$ cat src/rtl/repairmb_lane_ctrl_if.sv
// Sideband message and D2C test handshake between the lane-repair controller
// (master) and the sideband / test-engine side (slave).
interface repairmb_lane_ctrl_if #(
  parameter int NUM_LANES  = 16,
  parameter int NUM_GROUPS = 2
);
  logic [3:0]            i_rx_msg;
  logic                  i_rx_msg_valid;
  logic                  i_sb_busy;
  logic                  i_d2c_done;
  logic [NUM_LANES-1:0]  i_lane_results;
  logic [3:0]            o_tx_msg;
  logic                  o_tx_valid;
  logic [NUM_GROUPS-1:0] o_tx_info;
  logic                  o_d2c_en;

  modport master (
    input  i_rx_msg, i_rx_msg_valid, i_sb_busy, i_d2c_done, i_lane_results,
    output o_tx_msg, o_tx_valid, o_tx_info, o_d2c_en
  );

  modport slave (
    output i_rx_msg, i_rx_msg_valid, i_sb_busy, i_d2c_done, i_lane_results,
    input  o_tx_msg, o_tx_valid, o_tx_info, o_d2c_en
  );
endinterface

$ cat src/rtl/repairmb_lane_ctrl.sv
// MBINIT repair step: tests mainband lanes, degrades to passing lane groups
// through a sideband req/resp exchange, and reports done or error.
//
// state      | meaning
// -----------+--------------------------------------------------------
// IDLE       | waiting for i_start
// SEND_START | sending start_req once sideband is free
// WAIT_START | waiting for start_resp (timed)
// D2C        | D2C test requested, waiting for i_d2c_done
// EVAL       | judging captured group mask
// SEND_DEG   | sending degrade_req with the reduced mask
// WAIT_DEG   | waiting for degrade_resp (timed)
// SEND_END   | sending end_req
// WAIT_END   | waiting for end_resp (timed)
// DONE       | success, holds o_done until i_start drops
// ERROR      | failure, holds o_error until i_start drops
module repairmb_lane_ctrl #(
  parameter int NUM_LANES   = 16,
  parameter int NUM_GROUPS  = 2,
  parameter int MAX_RETRY   = 2,
  parameter int TIMEOUT_CYC = 1024,
  localparam int RCW = (MAX_RETRY > 0) ? $clog2(MAX_RETRY + 1) : 1
) (
  input  logic                   CLK,
  input  logic                   rst_n,
  input  logic                   i_start,
  repairmb_lane_ctrl_if.master   bus,
  output logic [NUM_GROUPS-1:0]  o_func_groups,
  output logic [RCW-1:0]         o_retry_cnt,
  output logic                   o_done,
  output logic                   o_error
);
  localparam int LPG = NUM_LANES / NUM_GROUPS;
  localparam int TCW = $clog2(TIMEOUT_CYC + 1);
  localparam logic [TCW-1:0] TMO_LOAD = TCW'(TIMEOUT_CYC - 1);
  localparam logic [NUM_GROUPS-1:0] ALL_ON = '1;

  localparam logic [3:0] MSG_START_REQ  = 4'd1;
  localparam logic [3:0] MSG_START_RESP = 4'd2;
  localparam logic [3:0] MSG_END_REQ    = 4'd3;
  localparam logic [3:0] MSG_END_RESP   = 4'd4;
  localparam logic [3:0] MSG_DEG_REQ    = 4'd5;
  localparam logic [3:0] MSG_DEG_RESP   = 4'd6;

  typedef enum logic [3:0] {
    S_IDLE, S_SEND_START, S_WAIT_START, S_D2C, S_EVAL, S_SEND_DEG,
    S_WAIT_DEG, S_SEND_END, S_WAIT_END, S_DONE, S_ERROR
  } state_t;

  state_t                state_q, state_d;
  logic [3:0]            tx_msg_q, tx_msg_d;
  logic                  tx_valid_q, tx_valid_d;
  logic [NUM_GROUPS-1:0] tx_info_q, tx_info_d;
  logic                  d2c_en_q;
  logic [NUM_GROUPS-1:0] func_q, func_d;
  logic [NUM_GROUPS-1:0] mask_q, mask_d;
  logic [RCW-1:0]        retry_q, retry_d;
  logic                  done_q, error_q;
  logic [TCW-1:0]        tmo_q, tmo_d;
  logic [NUM_GROUPS-1:0] grp_pass;
  logic                  rx_start_resp, rx_deg_resp, rx_end_resp, tmo_expired;

  always_comb begin
    grp_pass = '0;
    for (int g = 0; g < NUM_GROUPS; g++)
      grp_pass[g] = &bus.i_lane_results[g*LPG +: LPG];
  end

  assign rx_start_resp = bus.i_rx_msg_valid && (bus.i_rx_msg == MSG_START_RESP);
  assign rx_deg_resp   = bus.i_rx_msg_valid && (bus.i_rx_msg == MSG_DEG_RESP);
  assign rx_end_resp   = bus.i_rx_msg_valid && (bus.i_rx_msg == MSG_END_RESP);
  assign tmo_expired   = (tmo_q == '0);

  always_comb begin
    state_d    = state_q;
    tx_msg_d   = tx_msg_q;
    tx_valid_d = 1'b0;
    tx_info_d  = tx_info_q;
    func_d     = func_q;
    mask_d     = mask_q;
    retry_d    = retry_q;
    tmo_d      = tmo_q;
    if (!i_start) begin
      // abort wins over everything, including a send decided this cycle
      state_d = S_IDLE;
      func_d  = ALL_ON;
      retry_d = '0;
      tmo_d   = '0;
    end else begin
      unique case (state_q)
        S_IDLE: state_d = S_SEND_START;
        S_SEND_START:
          if (!bus.i_sb_busy) begin
            tx_valid_d = 1'b1;
            tx_msg_d   = MSG_START_REQ;
            tx_info_d  = func_q;
            tmo_d      = TMO_LOAD;
            state_d    = S_WAIT_START;
          end
        S_WAIT_START:
          if (rx_start_resp)    state_d = S_D2C;
          else if (tmo_expired) state_d = S_ERROR;
          else                  tmo_d   = tmo_q - TCW'(1);
        S_D2C:
          if (bus.i_d2c_done) begin
            mask_d  = grp_pass & func_q;
            state_d = S_EVAL;
          end
        S_EVAL:
          if (mask_q == '0)                    state_d = S_ERROR;
          else if (mask_q == func_q)           state_d = S_SEND_END;
          else if (retry_q == RCW'(MAX_RETRY)) state_d = S_ERROR;
          else begin
            func_d  = mask_q;
            retry_d = retry_q + RCW'(1);
            state_d = S_SEND_DEG;
          end
        S_SEND_DEG:
          if (!bus.i_sb_busy) begin
            tx_valid_d = 1'b1;
            tx_msg_d   = MSG_DEG_REQ;
            tx_info_d  = func_q;
            tmo_d      = TMO_LOAD;
            state_d    = S_WAIT_DEG;
          end
        S_WAIT_DEG:
          if (rx_deg_resp)      state_d = S_D2C;
          else if (tmo_expired) state_d = S_ERROR;
          else                  tmo_d   = tmo_q - TCW'(1);
        S_SEND_END:
          if (!bus.i_sb_busy) begin
            tx_valid_d = 1'b1;
            tx_msg_d   = MSG_END_REQ;
            tx_info_d  = func_q;
            tmo_d      = TMO_LOAD;
            state_d    = S_WAIT_END;
          end
        S_WAIT_END:
          if (rx_end_resp)      state_d = S_DONE;
          else if (tmo_expired) state_d = S_ERROR;
          else                  tmo_d   = tmo_q - TCW'(1);
        S_DONE:  state_d = S_DONE;
        S_ERROR: state_d = S_ERROR;
        default: state_d = S_IDLE;
      endcase
    end
  end

  // status levels are registered from the next state so they line up with it
  always_ff @(posedge CLK or negedge rst_n) begin
    if (!rst_n) begin
      state_q    <= S_IDLE;
      tx_msg_q   <= '0;
      tx_valid_q <= 1'b0;
      tx_info_q  <= '0;
      d2c_en_q   <= 1'b0;
      func_q     <= ALL_ON;
      mask_q     <= '0;
      retry_q    <= '0;
      done_q     <= 1'b0;
      error_q    <= 1'b0;
      tmo_q      <= '0;
    end else begin
      state_q    <= state_d;
      tx_msg_q   <= tx_msg_d;
      tx_valid_q <= tx_valid_d;
      tx_info_q  <= tx_info_d;
      d2c_en_q   <= (state_d == S_D2C);
      func_q     <= func_d;
      mask_q     <= mask_d;
      retry_q    <= retry_d;
      done_q     <= (state_d == S_DONE);
      error_q    <= (state_d == S_ERROR);
      tmo_q      <= tmo_d;
    end
  end

  assign bus.o_tx_msg   = tx_msg_q;
  assign bus.o_tx_valid = tx_valid_q;
  assign bus.o_tx_info  = tx_info_q;
  assign bus.o_d2c_en   = d2c_en_q;
  assign o_func_groups  = func_q;
  assign o_retry_cnt    = retry_q;
  assign o_done         = done_q;
  assign o_error        = error_q;
endmodule

$ cat src/flat_wrapper.sv
// flat-port wrapper written by rule: the top's interface ports become plain ports
module repairmb_lane_ctrl_flat 
#(
  parameter int NUM_LANES   = 16,
  parameter int NUM_GROUPS  = 2,
  parameter int MAX_RETRY   = 2,
  parameter int TIMEOUT_CYC = 1024,
  localparam int RCW = (MAX_RETRY > 0) ? $clog2(MAX_RETRY + 1) : 1
)
  (CLK, rst_n, i_start, o_func_groups, o_retry_cnt, o_done, o_error, bus_i_rx_msg, bus_i_rx_msg_valid, bus_i_sb_busy, bus_i_d2c_done, bus_i_lane_results, bus_o_tx_msg, bus_o_tx_valid, bus_o_tx_info, bus_o_d2c_en);
  repairmb_lane_ctrl_if #(.NUM_LANES(NUM_LANES), .NUM_GROUPS(NUM_GROUPS)) bus_i ();
  input  logic CLK;
  input  logic rst_n;
  input  logic i_start;
  output logic [NUM_GROUPS-1:0] o_func_groups;
  output logic [RCW-1:0] o_retry_cnt;
  output logic o_done;
  output logic o_error;
  input wire logic [$bits(bus_i.i_rx_msg)-1:0] bus_i_rx_msg;
  input wire logic [$bits(bus_i.i_rx_msg_valid)-1:0] bus_i_rx_msg_valid;
  input wire logic [$bits(bus_i.i_sb_busy)-1:0] bus_i_sb_busy;
  input wire logic [$bits(bus_i.i_d2c_done)-1:0] bus_i_d2c_done;
  input wire logic [$bits(bus_i.i_lane_results)-1:0] bus_i_lane_results;
  output wire logic [$bits(bus_i.o_tx_msg)-1:0] bus_o_tx_msg;
  output wire logic [$bits(bus_i.o_tx_valid)-1:0] bus_o_tx_valid;
  output wire logic [$bits(bus_i.o_tx_info)-1:0] bus_o_tx_info;
  output wire logic [$bits(bus_i.o_d2c_en)-1:0] bus_o_d2c_en;
  assign bus_i.i_rx_msg = bus_i_rx_msg;
  assign bus_i.i_rx_msg_valid = bus_i_rx_msg_valid;
  assign bus_i.i_sb_busy = bus_i_sb_busy;
  assign bus_i.i_d2c_done = bus_i_d2c_done;
  assign bus_i.i_lane_results = bus_i_lane_results;
  assign bus_o_tx_msg = bus_i.o_tx_msg;
  assign bus_o_tx_valid = bus_i.o_tx_valid;
  assign bus_o_tx_info = bus_i.o_tx_info;
  assign bus_o_d2c_en = bus_i.o_d2c_en;
  repairmb_lane_ctrl #(.NUM_LANES(NUM_LANES), .NUM_GROUPS(NUM_GROUPS), .MAX_RETRY(MAX_RETRY), .TIMEOUT_CYC(TIMEOUT_CYC)) u_core (.CLK(CLK), .rst_n(rst_n), .i_start(i_start), .bus(bus_i), .o_func_groups(o_func_groups), .o_retry_cnt(o_retry_cnt), .o_done(o_done), .o_error(o_error));
endmodule
$ cat config.mk
export PLATFORM = sky130hd
export DESIGN_NAME = repairmb_lane_ctrl_flat
export DESIGN_NICKNAME = d
export VERILOG_FILES = /design/src/rtl/repairmb_lane_ctrl_if.sv /design/src/rtl/repairmb_lane_ctrl.sv /design/src/flat_wrapper.sv
export SDC_FILE = /design/constraint.sdc
export NUM_CORES = 1
export LEC_CHECK = 0
export BUFFER_PORTS_ARGS = -buffer_cell sky130_fd_sc_hd__buf_4
export CAP_MARGIN = 40
export CORE_ASPECT_RATIO = 1.1
export CORE_MARGIN = 1
export CORE_UTILIZATION = 50
export DETAILED_ROUTE_END_ITERATION = 8
export GPL_TIMING_DRIVEN = 0
export PLACE_DENSITY_LB_ADDON = 0.1
export RECOVER_POWER = 100
export REMOVE_ABC_BUFFERS = 1
export SKIP_LAST_GASP = 1
export SLEW_MARGIN = 25
export SYNTH_ARGS = -nofsm -noshare
export SYNTH_HDL_FRONTEND = slang
export SYNTH_SLANG_ARGS = --single-unit
$ cat constraint.sdc
create_clock -name CLK -period 2.9 [get_ports CLK]
set_input_delay 0.145 -clock CLK [delete_from_list [all_inputs] [get_ports CLK]]
set_output_delay 0.145 -clock CLK [all_outputs]
set_load 0.005 [all_outputs]
==> results of run 1 <==
==> final cells by class <==
type / instances / area (µm²) / area share
clock inverter: 3 / 40.0 / 0.0170
timing repair buffer: 40 / 297 / 0.126
inverter: 13 / 48.8 / 0.0207
multi-input combinational: 157 / 1080 / 0.460
tap: 50 / 62.6 / 0.0266
clock buffer: 5 / 68.8 / 0.0292
sequential: 30 / 753 / 0.320
==> state kept, by name, summed over array words and instances (netlist names) <==
signal,flops
u_core.mask_q,2
u_core.bus.o_d2c_en,1
u_core.o_retry_cnt,2
u_core.tmo_q,11
u_core.state_q,4
u_core.o_error,1
u_core.bus.o_tx_info,2
u_core.o_done,1
u_core.bus.o_tx_valid,1
u_core.o_func_groups,2
u_core.bus.o_tx_msg,3
==> layer usage <==
layer / vias up / wire, µm / track usage
met5: - / 0 / 0
met4: 0 / 25 / 0.0778
met3: 2 / 148 / 0.0632
met2: 30 / 2260 / 0.427
met1: 849 / 2000 / 0.295
li1: 864 / - / -
==> cells in the final DEF, fill, tap and decap left out, types with 3 or more instances in the layout <==
cell,instances
inv_1,12
nor2_1,18
nor3b_1,5
dfrtp_1,28
a21oi_1,8
o21ai_0,11
a22oi_1,3
buf_4,26
o21a_1,4
or2_2,4
nor3_1,3
nor4_1,3
mux2_2,4
nand2_1,12
o211ai_1,3
clkbuf_8,5
clkbuf_4,11
nand4_1,5
a211oi_1,6
nor2b_1,3
a311oi_1,3
o211a_1,3
==> worst register-to-register path, cell delays in order, from the launching register on <==
cell	delay [ns]
dfrtp_1	0.61
nor4b_2	0.64
or3b_1	0.44
o211a_1	0.29
and4_1	0.26
nor3_1	0.17
==> timing repair <==
action                     in CTS  in global routing
setup endpoints to repair       0                  0
hold buffers                    1                  0
gates resized for setup         0                  0
hold endpoints to repair       28                  0
==> power breakdown <==
part	internal, mW	switching [mW]	leakage, nW
combinational	0.323	0.389	0.582
sequential	0.489	0.0890	0.386
clock	0.252	0.160	0.0579
total	1.06	0.637	1.03
==> logic make-up after synthesis <==
kind of cell / count (synthesis) / synth area share
simple gates: 80 / 0.257
compound gates: 65 / 0.241
flops: 30 / 0.388
buf+inv: 23 / 0.0528
mux: 5 / 0.0283
xor+xnor: 4 / 0.0180
fa+ha+maj: 2 / 0.0129
other cells: 1 / 0.00193
==> worst max-delay path by stage <==
| stage | startpoint | end | slack (ns) |
|---|---|---|---|
| after detailed placement | u_core.state_q[2] | u_core.tmo_q[7] | 0.47 |
| after floorplan | u_core.state_q[2] | u_core.tmo_q[7] | 0.75 |
| after global placement | u_core.state_q[0] | u_core.tmo_q[7] | 0.36 |
| after CTS | u_core.state_q[2] | u_core.tmo_q[7] | 0.46 |
| after global routing | u_core.state_q[2] | u_core.tmo_q[5] | 0.21 |
| final | u_core.state_q[2] | u_core.tmo_q[5] | 0.41 |
==> results.yml, run 1 <==
logic_synthesis:
  syn_inst: 210
  yosysMostFrequentCell: "dfrtp_1"
  syn_avg_cell_area_um2: 9.25
  synth_edf_count: 0
  synth_top_area_cell: "dfrtp_1"
  ys_seq_area_frac: 0.388
  synth_common_cells: "dfrtp_1, nor2_1, inv_1, nand2_1, o21ai_0"
  synthArstFlopShare: 1.00
  yosysWarnings: 0
  synth.distinct_cells: 73
  synth_ff_type: "dfrtp_1"
  ys_seq_elements: 30
  netlist_area_mm2: 0.00194
  synthTopCellsByArea: "dfrtp_1, nor2_1, o21ai_0"
  synth_top_area_frac: 0.361
floorplanning:
  start_util: 0.528
  die_area_mm2: 0.00414
  core_mm2: 0.00368
  rows: 23
  fp.dieH_um: 67.4
  ios: 40
  die_w_um: 61.4
grt:
  grt_start_max_net_pins: 31
  grt_pass1_vias: 1657
  antenna_found_initial: 0
  grt_usage: 0.246
  grt_first_pass_wirelength_um: 7370
  overflow: 0
drt:
  wl_um: 4430
  wire_per_inst_um: 14.9
  ant_nets: 0
  firstDrtPassIters: 4
  vias: 1745
  via_per_inst: 5.86
  drc_errors: 0
  drt_iter0_markers: 77
layout:
  final_nets: 275
  n_fill_cell: 342
  antenna_cells: 0
  fin_area_mm2: 0.00235
  area_growth_pct: 21.1
  fin_util: 0.639
  final_cell_count_no_fill: 298
  layout-drive-gt1-share: 0.250
critical_path:
  cp.required_ns: 3.10
  max_stage_delay_ns: 0.64
  cp_top_family: "simple AND/OR/NAND/NOR gates"
  reg2reg_from: "u_core.state_q[2]"
  cpMaxStageDelayCell: "nor4b_2"
  crit_path_end_kind: "register"
  reg2reg_to: "u_core.tmo_q[5]"
  worstPathCellList: "nor4b_2, or3b_1, o211a_1, and4_1, nor3_1"
  cp.arrival_ns: 2.69
  critPathBufInv: 0
  worstRegToRegCells: 5
  crit_type: "reg -> reg"
  crit_path_start_kind: "register"
  r2r_setup_slack_ns: 0.41
  cp_max_fo: 21
  crit_cells: 5
clocking:
  cts.sinks: 30
  cts_buffer_depth: 2
  clkLatencyLatePin_ns: 0.28
  cts_buffers: 5
  htree_levels: 2
  cts_root_buf: "clkbuf_8"
  postCtsSetupRepairBufs: 0
  cts_tree: "done"
  clk_pin_slew_worst_paths_ns: 0.07
sta:
  setup_tns_ns: 0
  finalMaxSlewViolations: 31
  fmax_mhz: 402
  layout_min_cycle_time_ns: 2.49
  finalSetupViolations: 0
  hold_violations: 0
  rsz0062_at_grt: "no"
  worst_slew_pin_slew_ns: 1.63
  timing.final.crit_share: 0.858
  whs_ns: 0.161
  maxSlewHeadroom: -0.0848
  finalClockSkew_ns: 0.00561
  setup_ws_ns: 0.411
placed_design:
  place_area_mm2: 0.00224
  dp_slack_ns: 0.467
  hpwlAfterDp_um: 3230
  port_buffers: 38
  place_congestion: 0.837
  placed_cells: 289
worst_hold_path:
  hold_class: "in -> reg"
  worstHoldStart: "bus_i_lane_results[1]"
  whs_endpoint: "u_core.mask_q[0]"
  worstHoldPathCells: 3
power_and_ir_drop:
  power.density_mw_per_mm2: 723
  max-vdd-ir-drop_mv: 0.391
  p_leak_nw: 1.03
  power_mw: 1.70
status:
  status: "finished with violations"
  violations: "max-capacitance violations, max-slew violations"
flow_run:
  max-cap-violations: 1
No activity file was read; power rests on OpenSTA's default activity.
==> run 2, diff against run 1 <==
--- a/config.mk
+++ b/config.mk
@@ -5,7 +5,8 @@
 export SDC_FILE = /design/constraint.sdc
 export NUM_CORES = 1
 export LEC_CHECK = 0
-export BUFFER_PORTS_ARGS = -buffer_cell sky130_fd_sc_hd__buf_4
+export ABC_AREA = 1
+export BUFFER_PORTS_ARGS = -buffer_cell sky130_fd_sc_hd__buf_2
 export CAP_MARGIN = 40
 export CORE_ASPECT_RATIO = 1.1
 export CORE_MARGIN = 1
==> results.yml, run 2 <==
sta:
  worst_slew_pin_slew_ns: 1.64
  setup_ws_ns: 0.786
  setup_tns_ns: 0
  finalSetupViolations: 0
  hold_violations: 0
  fmax_mhz: 473
  maxSlewHeadroom: -0.0929
  rsz0062_at_grt: "no"
  timing.final.crit_share: 0.729
  layout_min_cycle_time_ns: 2.11
  finalMaxSlewViolations: 31
  finalClockSkew_ns: 0.00304
logic_synthesis:
  synth_edf_count: 0
  synth_top_family_by_area: "simple AND/OR/NAND/NOR gates"
  synth_compound_area_frac: 0.104
  synth.distinct_cells: 28
  synth_ff_type: "dfrtp_1"
  synth.mux.area_fraction: 0
  synth_top_area_cell: "dfrtp_1"
  yosysMostFrequentCell: "nand2_1"
  synth_top_area_frac: 0.355
  synth_common_cells: "nand2_1, nor2_1, inv_1, dfrtp_1, nand3_1"
  syn_avg_cell_area_um2: 6.75
  yosysWarnings: 0
  synth-simple-area-share: 0.397
  syn_inst: 292
  synthArstFlopShare: 1.00
  synthTopCellsByArea: "dfrtp_1, nand2_1, nor2_1"
  ys_seq_area_frac: 0.382
  ys_seq_elements: 30
  synth_xor_area_frac: 0.00444
  netlist_area_mm2: 0.00197
  post_synth_fa_ha_maj_area_fraction: 0.0127
layout:
  antenna_cells: 0
  area_growth_pct: 13.7
  fin_util: 0.604
  layout-drive-gt1-share: 0.182
  top_register: "u_core.tmo_q"
  final_nets: 362
  fin_area_mm2: 0.00224
  largest_register_ffs: 11
  final_cell_mix: "nand2_1, nor2_1, inv_1"
  final_common_cell: "nand2_1"
drt:
  drc_errors: 0
  firstDrtPassIters: 4
  via_per_inst: 4.93
  vias: 1898
  ant_nets: 0
  drt_iter0_markers: 126
  wire_per_inst_um: 11.5
  wl_um: 4420
floorplanning:
  core_mm2: 0.00371
  die_w_um: 61.9
  die_area_mm2: 0.00420
  rows: 23
  start_util: 0.531
  fp.dieH_um: 67.9
  ios: 40
worst_hold_path:
  hold_class: "in -> reg"
placed_design:
  hpwlAfterDp_um: 3290
  dp_slack_ns: 1.07
  place_area_mm2: 0.00219
  port_buffers: 38
  place_congestion: 0.920
power_and_ir_drop:
  p_leak_nw: 1.23
  max-vdd-ir-drop_mv: 0.432
  power.density_mw_per_mm2: 622
critical_path:
  cp_max_fo: 17
  crit_path_end_kind: "register"
  crit_path_start_kind: "register"
  cp.arrival_ns: 2.31
  cp.required_ns: 3.10
  crit_type: "reg -> reg"
status:
  status: "finished with violations"
  violations: "max-capacitance violations, max-slew violations"
clocking:
  cts_tree: "done"
  cts_root_buf: "clkbuf_8"
  clkLatencyLatePin_ns: 0.29
  clk_pin_slew_worst_paths_ns: 0.06
  cts_resized: 0
  postCtsSetupRepairBufs: 0
  cts_buffer_depth: 2
  cts_buffers: 5
  cts.sinks: 30
  htree_levels: 2
  cts_hold_buf: 1
grt:
  grt_start_max_net_pins: 31
  grt_busiest_layer: "met2"
  grt_usage: 0.244
  grt_first_pass_wirelength_um: 7370
  grt_pass1_vias: 1659
  use_met2: 0.355
  antenna_found_initial: 0
  use_met3: 0.0567
  overflow: 0
  grt_use_met1: 0.351
flow_run:
  max-cap-violations: 1
run 2: cells by family (layout without fill, tap and decap cells):
family	count (synthesis)	in the layout
AOI/OAI and AO/OA	34	34
xor gates and xnor gates	1	1
adders and majority gates	2	2
buffers and inverters	47	90
DFF	30	30
other	1	1
and+or+nand+nor	177	177
run 2: final timing paths:
check | depth (start not counted) | to | slack (ns) | from
hold / removal | 3 | u_core.mask_q[1] | 0.12 | bus_i_lane_results[9]
setup / recovery | 10 | u_core.tmo_q[5] | 0.79 | u_core.tmo_q[0]
min in group asynchronous | 2 | u_core.state_q[2] | 0.82 | rst_n
hold reg to reg | 1 | u_core.bus.o_tx_msg[0] | 0.49 | u_core.bus.o_tx_msg[0]
max in group asynchronous | 2 | u_core.tmo_q[2] | 1.14 | rst_n
setup reg to reg | 10 | u_core.tmo_q[5] | 0.79 | u_core.tmo_q[0]
run 2: through the flow:
| step | instances | power [mW] | hold WS, ns |
|---|---|---|---|
| floorplan | 288 | 0.938 | -0.151 |
| global placement | 376 | 1.06 | 0.220 |
| global route | 385 | 1.50 | 0.136 |
| detailed placement | 376 | 1.07 | 0.229 |
| finish | 385 | 1.39 | 0.121 |
| CTS | 385 | 1.43 | 0.120 |
run 2: cell type report:
type	count	area [µm²]
multi-input combinational	215	982
timing repair buffer	39	191
clock buffer	7	86.3
inverter	43	161
tap	50	62.6
sequential	30	753
clock inverter	1	5.00
fill	378	1470
run 2: worst max-delay path, stage by stage, from the launching register on:
cell and delay, ns:
dfrtp_1 0.38, inv_1 0.10, ha_1 0.24, nand2_1 0.09
nor2_1 0.22, nand3_1 0.12, nand2_1 0.10, inv_1 0.07
nand2_4 0.09, nand2_1 0.33, o21ai_0 0.30
run 2: metal layers:
metal | vias to the layer above | wire length [µm]
met5 | - | 0
met4 | 0 | 71
met3 | 8 | 263
met2 | 69 | 1970
met1 | 828 | 2120
li1 | 993 | -
run 2: power by group:
| group | switching (mW) | internal [mW] |
|---|---|---|
| logic | 0.312 | 0.178 |
| clock network | 0.164 | 0.191 |
| registers | 0.0590 | 0.490 |
==> run 3, diff against run 2 <==
--- a/config.mk
+++ b/config.mk
@@ -5,12 +5,12 @@
 export SDC_FILE = /design/constraint.sdc
 export NUM_CORES = 1
 export LEC_CHECK = 0
-export ABC_AREA = 1
+export ABC_AREA = 0
 export BUFFER_PORTS_ARGS = -buffer_cell sky130_fd_sc_hd__buf_2
 export CAP_MARGIN = 40
 export CORE_ASPECT_RATIO = 1.1
 export CORE_MARGIN = 1
-export CORE_UTILIZATION = 50
+export CORE_UTILIZATION = 49
 export DETAILED_ROUTE_END_ITERATION = 8
 export GPL_TIMING_DRIVEN = 0
 export PLACE_DENSITY_LB_ADDON = 0.1
==> constraint.sdc (replaced) <==
create_clock -name CLK -period 1.7 [get_ports CLK]
set_input_delay 0.085 -clock CLK [delete_from_list [all_inputs] [get_ports CLK]]
set_output_delay 0.085 -clock CLK [all_outputs]
set_load 0.005 [all_outputs]
==> results.yml, run 3 (synthesis gave the netlist of run 1 again) <==
layout:
  final_nets: 315
  layout-drive-gt1-share: 0.431
  n_fill_cell: 259
  top_register: "u_core.tmo_q"
  fin_area_mm2: 0.00278
  final_cell_mix: "buf_2, buf_4, dfrtp_1"
  area_growth_pct: 42.8
  multi_input_area_mm2: 0.00128
  largest_register_ffs: 11
  final_cell_count_no_fill: 338
  antenna_cells: 0
  fin_util: 0.748
  regArea_um2: 758
sta:
  setup_tns_ns: -6.44
  hold_violations: 0
  timing.final.crit_share: 1.24
  setup_ws_ns: -0.412
  finalSetupViolations: 27
  maxSlewHeadroom: 0.491
  finalClockSkew_ns: 0.00321
  finalMaxSlewViolations: 0
  whs_ns: 0.0759
  rsz0062_at_grt: "yes"
  fmax_mhz: 474
  layout_min_cycle_time_ns: 2.11
  worst_slew_pin_slew_ns: 0.763
placed_design:
  dp_slack_ns: -0.826
  port_buffers: 38
  place_area_mm2: 0.00214
  place_congestion: 0.779
  hpwlAfterDp_um: 3090
  placed_cells: 288
clocking:
  clkLatencyLatePin_ns: 0.28
  cts.sinks: 30
  clk_pin_slew_worst_paths_ns: 0.07
  cts_buffers: 5
  cts_tree: "done"
  cts_root_buf: "clkbuf_8"
  htree_levels: 2
  cts_buffer_depth: 2
floorplanning:
  ios: 40
  fp.dieH_um: 68.0
  rows: 23
  core_mm2: 0.00371
  start_util: 0.523
  die_w_um: 62.0
  die_area_mm2: 0.00422
drt:
  drt_iter0_markers: 160
  wl_um: 5980
  drc_errors: 0
  ant_nets: 0
  firstDrtPassIters: 5
  wire_per_inst_um: 17.7
  via_per_inst: 6.06
  vias: 2047
critical_path:
  cp_top_family: "simple AND/OR/NAND/NOR gates"
  cp.required_ns: 1.88
  crit_type: "reg -> reg"
  crit_path_end_kind: "register"
  worstPathCellList: "or3_4, buf_4, nor4b_2, o221ai_1, o211a_1, nor4b_2"
  cp_common_cell: "nor4b_2"
  critPathBufInv: 1
  cp_max_fo: 3
  cp.arrival_ns: 2.29
  max_stage_delay_ns: 0.40
  cpMaxStageDelayCell: "or3_4"
  crit_path_start_kind: "register"
grt:
  antenna_found_initial: 0
  overflow: 0
  grt_pass1_vias: 1735
  grt_usage: 0.267
  grt_start_max_net_pins: 31
  grt_first_pass_wirelength_um: 8200
power_and_ir_drop:
  clkPwrFrac: 0.190
  p_int_mw: 2.35
  p_leak_nw: 1.23
  power_switching_share: 0.382
  power.density_mw_per_mm2: 1370
  p_sw_mw: 1.45
  power_mw: 3.80
  p_seq_frac: 0.251
  max-vdd-ir-drop_mv: 0.862
  p_comb_frac: 0.559
status:
  violations: "negative setup slack"
  status: "finished with violations"
flow_run:
  max-cap-violations: 0
worst_hold_path:
  hold_class: "in -> reg"
[run 3: metal layers]
metal | share of wire | routed length [µm] | global-route usage
met1 | 0.42 | 2520 | 0.373
met2 | 0.49 | 2910 | 0.406
met3 | 0.070 | 418 | 0.0586
met4 | 0.022 | 131 | 0.0861
met5 | 0 | 0 | 0
[run 3: final cells by class]
class,count,area share
Sequential cell,30,0.273
Tap cell,50,0.0225
Clock inverter,3,0.0162
Clock buffer,5,0.0248
Timing Repair Buffer,80,0.185
Inverter,13,0.0176
Multi-Input combinational cell,157,0.460
[run 3: repair_timing]
item                                   CTS  global route
setup endpoints to repair               28            26
pin swaps                               16             8
resized for setup                       33            26
endpoints found under the hold margin   28             0
hold buffers                             1             0
buffers inserted                        22            19
[run 3: tightest hold or removal path: stages]
cell and delay (ns):
buf_2 0.09, nand4_1 0.07, o21ai_0 0.07
[run 3: path summary, 6_finish.rpt]
path	start	slack, ns	end	cells after the start
worst max-delay path	u_core.tmo_q[8]	-0.41	u_core.o_error	6
worst min-delay path	bus_i_lane_results[9]	0.08	u_core.mask_q[1]	3
worst max register to register	u_core.tmo_q[8]	-0.41	u_core.o_error	6
worst min register to register	u_core.bus.o_tx_msg[0]	0.47	u_core.bus.o_tx_msg[0]	1
max in group asynchronous	rst_n	0.76	u_core.state_q[0]	2
min in group asynchronous	rst_n	0.39	u_core.tmo_q[7]	2
[run 3: power groups by stage]
stage	clock network, mW	registers [mW]	logic, mW
global placement	0	0.992	1.19
global route	0.756	0.969	2.25
detailed placement	0	0.996	1.21
floorplan	0	0.960	0.944
finish	0.723	0.953	2.12
CTS	0.727	0.962	1.70
